## src/rtl/dff_bank_rr_arbiter.sv

```systemverilog
`default_nettype none
// ============================================================================
// Module   : dff_bank_rr_arbiter
// Brief    : Round-robin arbiter sharing one DW-bit register among NREQ
//            requesters, with bounded locked bursts. Optional macro
//            DFF_ARB_PRIO0_EN gives requester 0 absolute arbitration priority.
// Revision : 1.0
// ============================================================================
module dff_bank_rr_arbiter #(
    parameter int NREQ     = 4,
    parameter int DW       = 8,
    parameter int MAX_HOLD = 4
) (
    input  logic                    clk,
    input  logic                    rst,
    input  logic [NREQ-1:0]         req,
    input  logic [NREQ-1:0]         lock,
    input  logic [NREQ*DW-1:0]      wdata,
    output logic [NREQ-1:0]         gnt,
    output logic [$clog2(NREQ)-1:0] owner,
    output logic [DW-1:0]           q,
    output logic                    busy
);

    localparam int IW = $clog2(NREQ);
    localparam int HW = $clog2(MAX_HOLD + 1);

    typedef enum logic [0:0] {
        IDLE = 1'b0,
        OWN  = 1'b1
    } state_t;

    state_t          state_q, state_d;
    logic [IW-1:0]   ptr_q, ptr_d;
    logic [HW-1:0]   hold_q, hold_d;
    logic [NREQ-1:0] gnt_q, gnt_d;
    logic [IW-1:0]   owner_q, owner_d;
    logic [DW-1:0]   data_q, data_d;
    logic            busy_q, busy_d;

    logic [DW-1:0]   wslice [NREQ];
    logic [IW-1:0]   release_ptr;
    logic [IW-1:0]   search_start;
    logic [IW:0]     sum;
    logic [IW-1:0]   idx;
    logic            found;
    logic [IW-1:0]   win;
    logic            cont;

    for (genvar i = 0; i < NREQ; i++) begin : g_slice
        assign wslice[i] = wdata[i*DW +: DW];
    end

    // On release the search starts just past the outgoing owner, so it is considered last.
    always_comb begin
        release_ptr  = (owner_q == IW'(NREQ - 1)) ? '0 : owner_q + IW'(1);
        search_start = (state_q == OWN) ? release_ptr : ptr_q;
        found        = 1'b0;
        win          = '0;
        sum          = '0;
        idx          = '0;
        for (int k = NREQ - 1; k >= 0; k--) begin
            sum = {1'b0, search_start} + (IW+1)'(k);
            if (sum >= (IW+1)'(NREQ)) begin
                sum = sum - (IW+1)'(NREQ);
            end
            idx = sum[IW-1:0];
            if (req[idx]) begin
                found = 1'b1;
                win   = idx;
            end
        end
`ifdef DFF_ARB_PRIO0_EN
        if (req[0]) begin
            found = 1'b1;
            win   = '0;
        end
`endif
    end

    assign cont = (state_q == OWN) && req[owner_q] && lock[owner_q]
                  && (hold_q < HW'(MAX_HOLD));

    always_comb begin
        state_d = state_q;
        ptr_d   = ptr_q;
        hold_d  = hold_q;
        gnt_d   = gnt_q;
        owner_d = owner_q;
        data_d  = data_q;
        busy_d  = busy_q;
        case (state_q)
            IDLE: begin
                if (found) begin
                    state_d    = OWN;
                    gnt_d      = '0;
                    gnt_d[win] = 1'b1;
                    owner_d    = win;
                    data_d     = wslice[win];
                    hold_d     = HW'(1);
                    busy_d     = 1'b1;
                end
            end
            OWN: begin
                if (cont) begin
                    data_d = wslice[owner_q];
                    hold_d = hold_q + HW'(1);
                end else begin
                    ptr_d = release_ptr;
                    if (found) begin
                        gnt_d      = '0;
                        gnt_d[win] = 1'b1;
                        owner_d    = win;
                        data_d     = wslice[win];
                        hold_d     = HW'(1);
                        busy_d     = 1'b1;
                    end else begin
                        state_d = IDLE;
                        gnt_d   = '0;
                        owner_d = '0;
                        hold_d  = '0;
                        busy_d  = 1'b0;
                    end
                end
            end
            default: state_d = IDLE;
        endcase
    end

    always_ff @(posedge clk) begin
        if (rst) begin
            state_q <= IDLE;
            ptr_q   <= '0;
            hold_q  <= '0;
            gnt_q   <= '0;
            owner_q <= '0;
            data_q  <= '0;
            busy_q  <= 1'b0;
        end else begin
            state_q <= state_d;
            ptr_q   <= ptr_d;
            hold_q  <= hold_d;
            gnt_q   <= gnt_d;
            owner_q <= owner_d;
            data_q  <= data_d;
            busy_q  <= busy_d;
        end
    end

    assign gnt   = gnt_q;
    assign owner = owner_q;
    assign q     = data_q;
    assign busy  = busy_q;

endmodule
`default_nettype wire

```

## config.mk

```make
export PLATFORM = sky130hd
export DESIGN_NAME = dff_bank_rr_arbiter
export DESIGN_NICKNAME = d
export VERILOG_FILES = /design/src/rtl/dff_bank_rr_arbiter.sv
export SDC_FILE = /design/constraint.sdc
export NUM_CORES = 1
export LEC_CHECK = 0
export ABC_AREA = 1
export BUFFER_PORTS_ARGS = -buffer_cell sky130_fd_sc_hd__buf_2
export CORE_MARGIN = 4
export CORE_UTILIZATION = 35
export DETAILED_ROUTE_END_ITERATION = 8
export PLACE_DENSITY = 0.63
export SLEW_MARGIN = 40
export SYNTH_ARGS = -nofsm -noshare
export SYNTH_HDL_FRONTEND = slang
export SYNTH_SLANG_ARGS = --single-unit
export TNS_END_PERCENT = 10
```

## constraint.sdc

```tcl
create_clock -name clk -period 1.9 [get_ports clk]
set_input_delay 0.19 -clock clk [delete_from_list [all_inputs] [get_ports clk]]
set_output_delay 0.19 -clock clk [all_outputs]
set_load 0.02 [all_outputs]
```

==> results_dict.tcl, run 1 <==
set metrics [dict create \
    min_path_type "input port to register" \
    syn_to_final_growth_pct 38.5 \
    reg2reg_depth 16 \
    layout.nets 435 \
    critPathMaxFanout 10 \
    drt_wl_total_um 5420 \
    row_count 25 \
    p_leak_nw 1.33 \
    cp.required_ns 2.11 \
    fill_cells 520 \
    cts-hold-fix-buffers 0 \
    drive_above_1_share_pct 33.6 \
    htree_levels 1 \
    drtIter0Drc 91 \
    synthesis.area_um2 1810 \
    clock_sinks 21 \
    syn-num-nets 353 \
    power_frac_comb_pct 78.4 \
    grt_max_degree 25 \
    holdWs_ns 0.267 \
    grt_pass1_vias 1949 \
    syn_avg_cell_area_um2 5.85 \
    gp_congestion 0.859 \
    drcViolationCount 0 \
    place_area_um2 2360 \
    hold_depth 2 \
    final_area_um2 2500 \
    clock_path_buffers 2 \
    finalClockSkew_ns 0.00622 \
    synth_edf_count 0 \
    worstSetupPathType "register to register" \
    grt_util_all_layers_pct 16.7 \
    reg2reg_slack_ns -0.25 \
    root_buffer "clkbuf_8" \
    powerDensity_nw_per_um2 1840 \
    switchingPower_mw 2.37 \
    gr-total-overflow 0 \
    chipHeight_um 79.9 \
    maxCapViolations 0 \
    setup_viol 15 \
    hpwl_um 4220 \
    synth-seq-area-share_pct 23.3 \
    pre_cts_slack_ns -0.206 \
    path_clk_slew_ns 0.07 \
    violations "setup timing" \
    core_um2 4850 \
    p_sw_share_pct 51.5 \
    hold_viol 0 \
    worst_slew_pin_slew_ns 0.295 \
    p_clk_share_pct 6.1 \
    postLayoutCoreUtil_pct 51.7 \
    fmax_mhz 464 \
    die-width_um 79.9 \
    setup_ws_ns -0.254 \
    clk-insertion-delay-late_ns 0.26 \
    drtAntennaViolNets 0 \
    grt_first_pass_wirelength_um 8740 \
    wl_per_cell_um 11.9 \
    end_kind "register" \
    routed-via-count 2169 \
    rsz0062_at_grt "yes" \
    async_flop_share_pct 0 \
    synthDistinctLibCells 26 \
    antennaDiodeCount 0 \
    power.internal_mw 2.23 \
    drv_slew 0 \
    tns_ns -2.18 \
    pwr-share-seq_pct 15.5 \
    period_share_pct 113 \
    ir_drop_mv 0.870 \
    max_slew_margin_pct 80.3 \
    min_period_ns 2.15 \
    cts_tree "done" \
    layout_common_cells "nand2_1, buf_2, nand3_1, inv_1, nor2_1" \
    start_util_pct 37.3 \
    setup.worst_path.start_class "register" \
    dr.pass1.iters 4 \
    final_common_cell "nand2_1" \
    antenna_found_initial 0 \
    arrival_ns 2.36 \
    portBuffers 56 \
    dieArea_um2 6380 \
    ys_dominant_reg_cell "dfxtp_1" \
    ys_ff_latch 21 \
    io_pins 57 \
    numCtsBuffers 3 \
    ys_warn_count 0 \
    synthCells 309 \
    run_status "complete, but fails checks" \
    via_per_inst 4.75 \
]
## power groups by stage
stage                     Clock, mW  Sequential (mW)  Combinational (mW)
final                         0.280            0.712                3.61
after CTS                     0.290            0.714                3.51
after floorplan                   0            0.879                2.14
after global routing          0.321            0.729                3.99
after global placement            0            0.721                3.36
after detailed placement          0            0.722                3.37
## layer usage
| layer | global-route usage, % | vias to the layer above | routed length, µm |
|---|---|---|---|
| li1 | - | 1161 | - |
| met2 | 28.5 | 51 | 2560 |
| met3 | 1.35 | 6 | 228 |
| met5 | 0 | - | 0 |
| met4 | 3.55 | 0 | 57 |
| met1 | 22.7 | 951 | 2570 |
## path summary, 6_finish.rpt
check                               from       end
worst max register to register  owner[0]      q[6]
worst max-delay path            owner[0]      q[6]
worst min-delay path                 rst  owner[1]
worst min register to register    gnt[2]    gnt[2]
## worst max-delay path, cell delays in order, from the launching register on
cell,delay [ns]
dfxtp_4,0.36
ha_4,0.26
inv_1,0.04
nand2_1,0.06
nand2_2,0.07
nand3_1,0.08
nand2_2,0.06
nand2_2,0.09
buf_4,0.11
nand3_2,0.08
o21ai_4,0.27
inv_4,0.13
nor2_4,0.18
nand3_1,0.11
nand3_1,0.09
nand2_1,0.05
inv_1,0.05
## state kept, by name (all words and copies together) (netlist names)
register and count:
q 8, hold_q 3, gnt 4, state_q 1, busy 1, owner 2, ptr_q 2
## metrics by stage
stage | instances | power [mW]
finish | 457 | 4.60
global route | 457 | 5.04
CTS | 456 | 4.52
detailed placement | 447 | 4.09
global placement | 447 | 4.08
floorplan | 309 | 3.02
## cells in the mapped netlist, drive strengths merged, types with 4 or more instances
cell / n / share of area [%]
dfxtp: 21 / 23
nor2: 39 / 9.2
o21ai: 25 / 7.8
a21oi: 24 / 6.6
buf: 6 / 2.6
o221ai: 5 / 2.4
inv: 35 / 7.4
nand2: 99 / 24
nand3: 42 / 12
clkbuf: 4 / 0.83
## kinds of logic after synthesis
kind of cell             after synthesis  synth area share (%)
AO/OA/AOI/OAI                         54                  16.8
adder cells (fa/ha/maj)                2                  1.38
buffers and inverters                 47                  11.3
flip-flops                            21                  23.3
AND/OR/NAND/NOR                      185                  47.3
## final cells by class
type                            count  area (µm²)  area share [%]
Clock buffer                        4        45.0            1.80
Inverter                           37         145            5.79
Multi-Input combinational cell    242        1250            50.1
Sequential cell                    21         429            17.1
Tap cell                           67        83.8            3.35
Timing Repair Buffer               86         547            21.8
## what timing repair did
action                                  4_1_cts  5_1_grt
gates resized for setup                       8        6
endpoints found under the setup margin       17       17
buffers inserted                              5        0
gates cloned                                  0        1
pin swaps                                     5        2
No activity file was read; power rests on OpenSTA's default activity.
==> run 2, diff against run 1 <==
CTS_CLUSTER_SIZE = 25   (was unset)
RECOVER_POWER = 100   (was unset)
==> run 2 against run 1 <==
Net effect:
- via count rose by 0.88%
- the flow still finishes with violations (setup timing)
- final area fell by 0.75%
- sequential share of layout area rose by 0.13 points
- register-to-register slack barely moved
- largest power group unchanged
- combinational power fell by 1%
- sequential power barely moved
- routed wire length barely moved
- die area did not move
- setup slack got worse by 0.0018 ns
==> results_dict.tcl, run 2 (synthesis results as in run 1) <==
set metrics [dict create \
    hpwl_um 4220 \
    portBuffers 56 \
    finalClockSkew_ns 0.00583 \
    drv_slew 0 \
    chipHeight_um 79.9 \
    reg2reg_from "owner[0]" \
    fmax_mhz 464 \
    run_status "complete, but fails checks" \
    end_kind "register" \
    pre_cts_slack_ns -0.206 \
    start_util_pct 37.3 \
    antenna_found_initial 0 \
    grt_max_degree 25 \
    clock_sinks 21 \
    worst_slew_pin_slew_ns 0.300 \
    row_count 25 \
    cts-hold-fix-buffers 0 \
    drcViolationCount 0 \
    antennaDiodeCount 0 \
    max_slew_margin_pct 79.9 \
    gr-total-overflow 0 \
    dr.pass1.iters 5 \
    reg2reg_slack_ns -0.26 \
    final_common_cell "nand2_1" \
    clock_path_buffers 2 \
    reg2reg_depth 16 \
    cp.required_ns 2.11 \
    powerDensity_nw_per_um2 1840 \
    clk-insertion-delay-late_ns 0.26 \
    gp_congestion 0.859 \
    endpoint "q[6]" \
    largest_reg_flops 8 \
    ir_drop_mv 0.858 \
    die-width_um 79.9 \
    hold_viol 0 \
    path_clk_slew_ns 0.07 \
    period_share_pct 113 \
    setup.worst_path.start_class "register" \
    layout_common_cells "nand2_1, buf_2, nand3_1, inv_1, nor2_1" \
    maxCapViolations 0 \
    arrival_ns 2.36 \
    setup_viol 14 \
    r2r-end "q[6]" \
    grt_pass1_vias 1949 \
    worstSetupPathType "register to register" \
    grt_first_pass_wirelength_um 8740 \
    setup_ws_ns -0.256 \
    rsz0062_at_grt "yes" \
    core_um2 4850 \
    io_pins 57 \
    min_period_ns 2.16 \
    layout.nets 435 \
    grt_util_all_layers_pct 16.7 \
    wl_per_cell_um 11.9 \
    postLayoutCoreUtil_pct 51.3 \
    min_path_type "input port to register" \
    htree_levels 1 \
    drt_wl_total_um 5420 \
    root_buffer "clkbuf_8" \
    critPathMaxFanout 10 \
    drive_above_1_share_pct 29.7 \
    drtAntennaViolNets 0 \
    drtIter0Drc 104 \
    p_leak_nw 1.27 \
    routed-via-count 2188 \
    violations "setup timing" \
    syn_to_final_growth_pct 37.5 \
    numCtsBuffers 3 \
    dieArea_um2 6380 \
    cts_tree "done" \
    via_per_inst 4.79 \
    cp-startpoint "owner[0]" \
]
-- run 2: stage by stage --
stage	setup TNS (ns)	hold slack, ns	area, µm²	instances	total power, mW
3_3_place_gp	-1.83	0.453	2360	447	4.08
5_1_grt	-4.71	0.282	2490	457	5.01
3_5_place_dp	-2.40	0.457	2360	447	4.09
6_report	-2.12	0.265	2490	457	4.57
2_1_floorplan	-0.413	0.259	1850	309	3.02
4_1_cts	-1.42	0.258	2480	456	4.52
-- run 2: how the worst min path moves through the flow --
stage	from	endpoint	depth (start not counted)
6_report	rst	owner[1]	2
4_1_cts	rst	owner[1]	2
3_5_place_dp	gnt[2]	gnt[2]	2
3_3_place_gp	hold_q[1]	hold_q[1]	2
2_1_floorplan	rst	gnt[0]	1
5_1_grt	rst	owner[1]	2
-- run 2: area by class of cell --
class                           count  area (µm²)
Sequential cell                    21         429
Timing Repair Buffer               86         528
Fill cell                         525        2360
Tap cell                           67        83.8
Inverter                           37         145
Multi-Input combinational cell    242        1250
Clock buffer                        4        45.0
-- run 2: timing repair --
item                       CTS  global route
pin swaps                    5             2
gates resized for setup      8             6
buffers inserted             5             0
setup endpoints to repair   17            17
cloned                       0             1
-- run 2: layer usage --
metal | global-route usage (%) | vias to the layer above | share of wire, %
met3 | 1.35 | 4 | 5.1
met2 | 28.5 | 59 | 48
met1 | 22.7 | 963 | 46
li1 | - | 1162 | -
met4 | 3.55 | 0 | 0.70
met5 | 0 | - | 0
-- run 2: where the power goes --
| part | internal, mW | switching, mW | total [mW] | leakage (nW) |
|---|---|---|---|---|
| registers | 0.612 | 0.101 | 0.714 | 0.175 |
| clock network | 0.149 | 0.131 | 0.280 | 0.0228 |
| logic | 1.43 | 2.14 | 3.57 | 1.08 |
| total | 2.20 | 2.37 | 4.57 | 1.27 |
-- run 2: critical path: stages (launching register included) --
cell     delay, ns
dfxtp_4       0.36
ha_4          0.26
inv_1         0.04
nand2_1       0.06
nand2_2       0.06
nand3_1       0.08
nand2_2       0.06
nand2_2       0.09
buf_4         0.11
nand3_2       0.08
o21ai_4       0.27
inv_4         0.13
nor2_4        0.18
nand3_1       0.12
nand3_1       0.08
nand2_1       0.05
inv_1         0.05
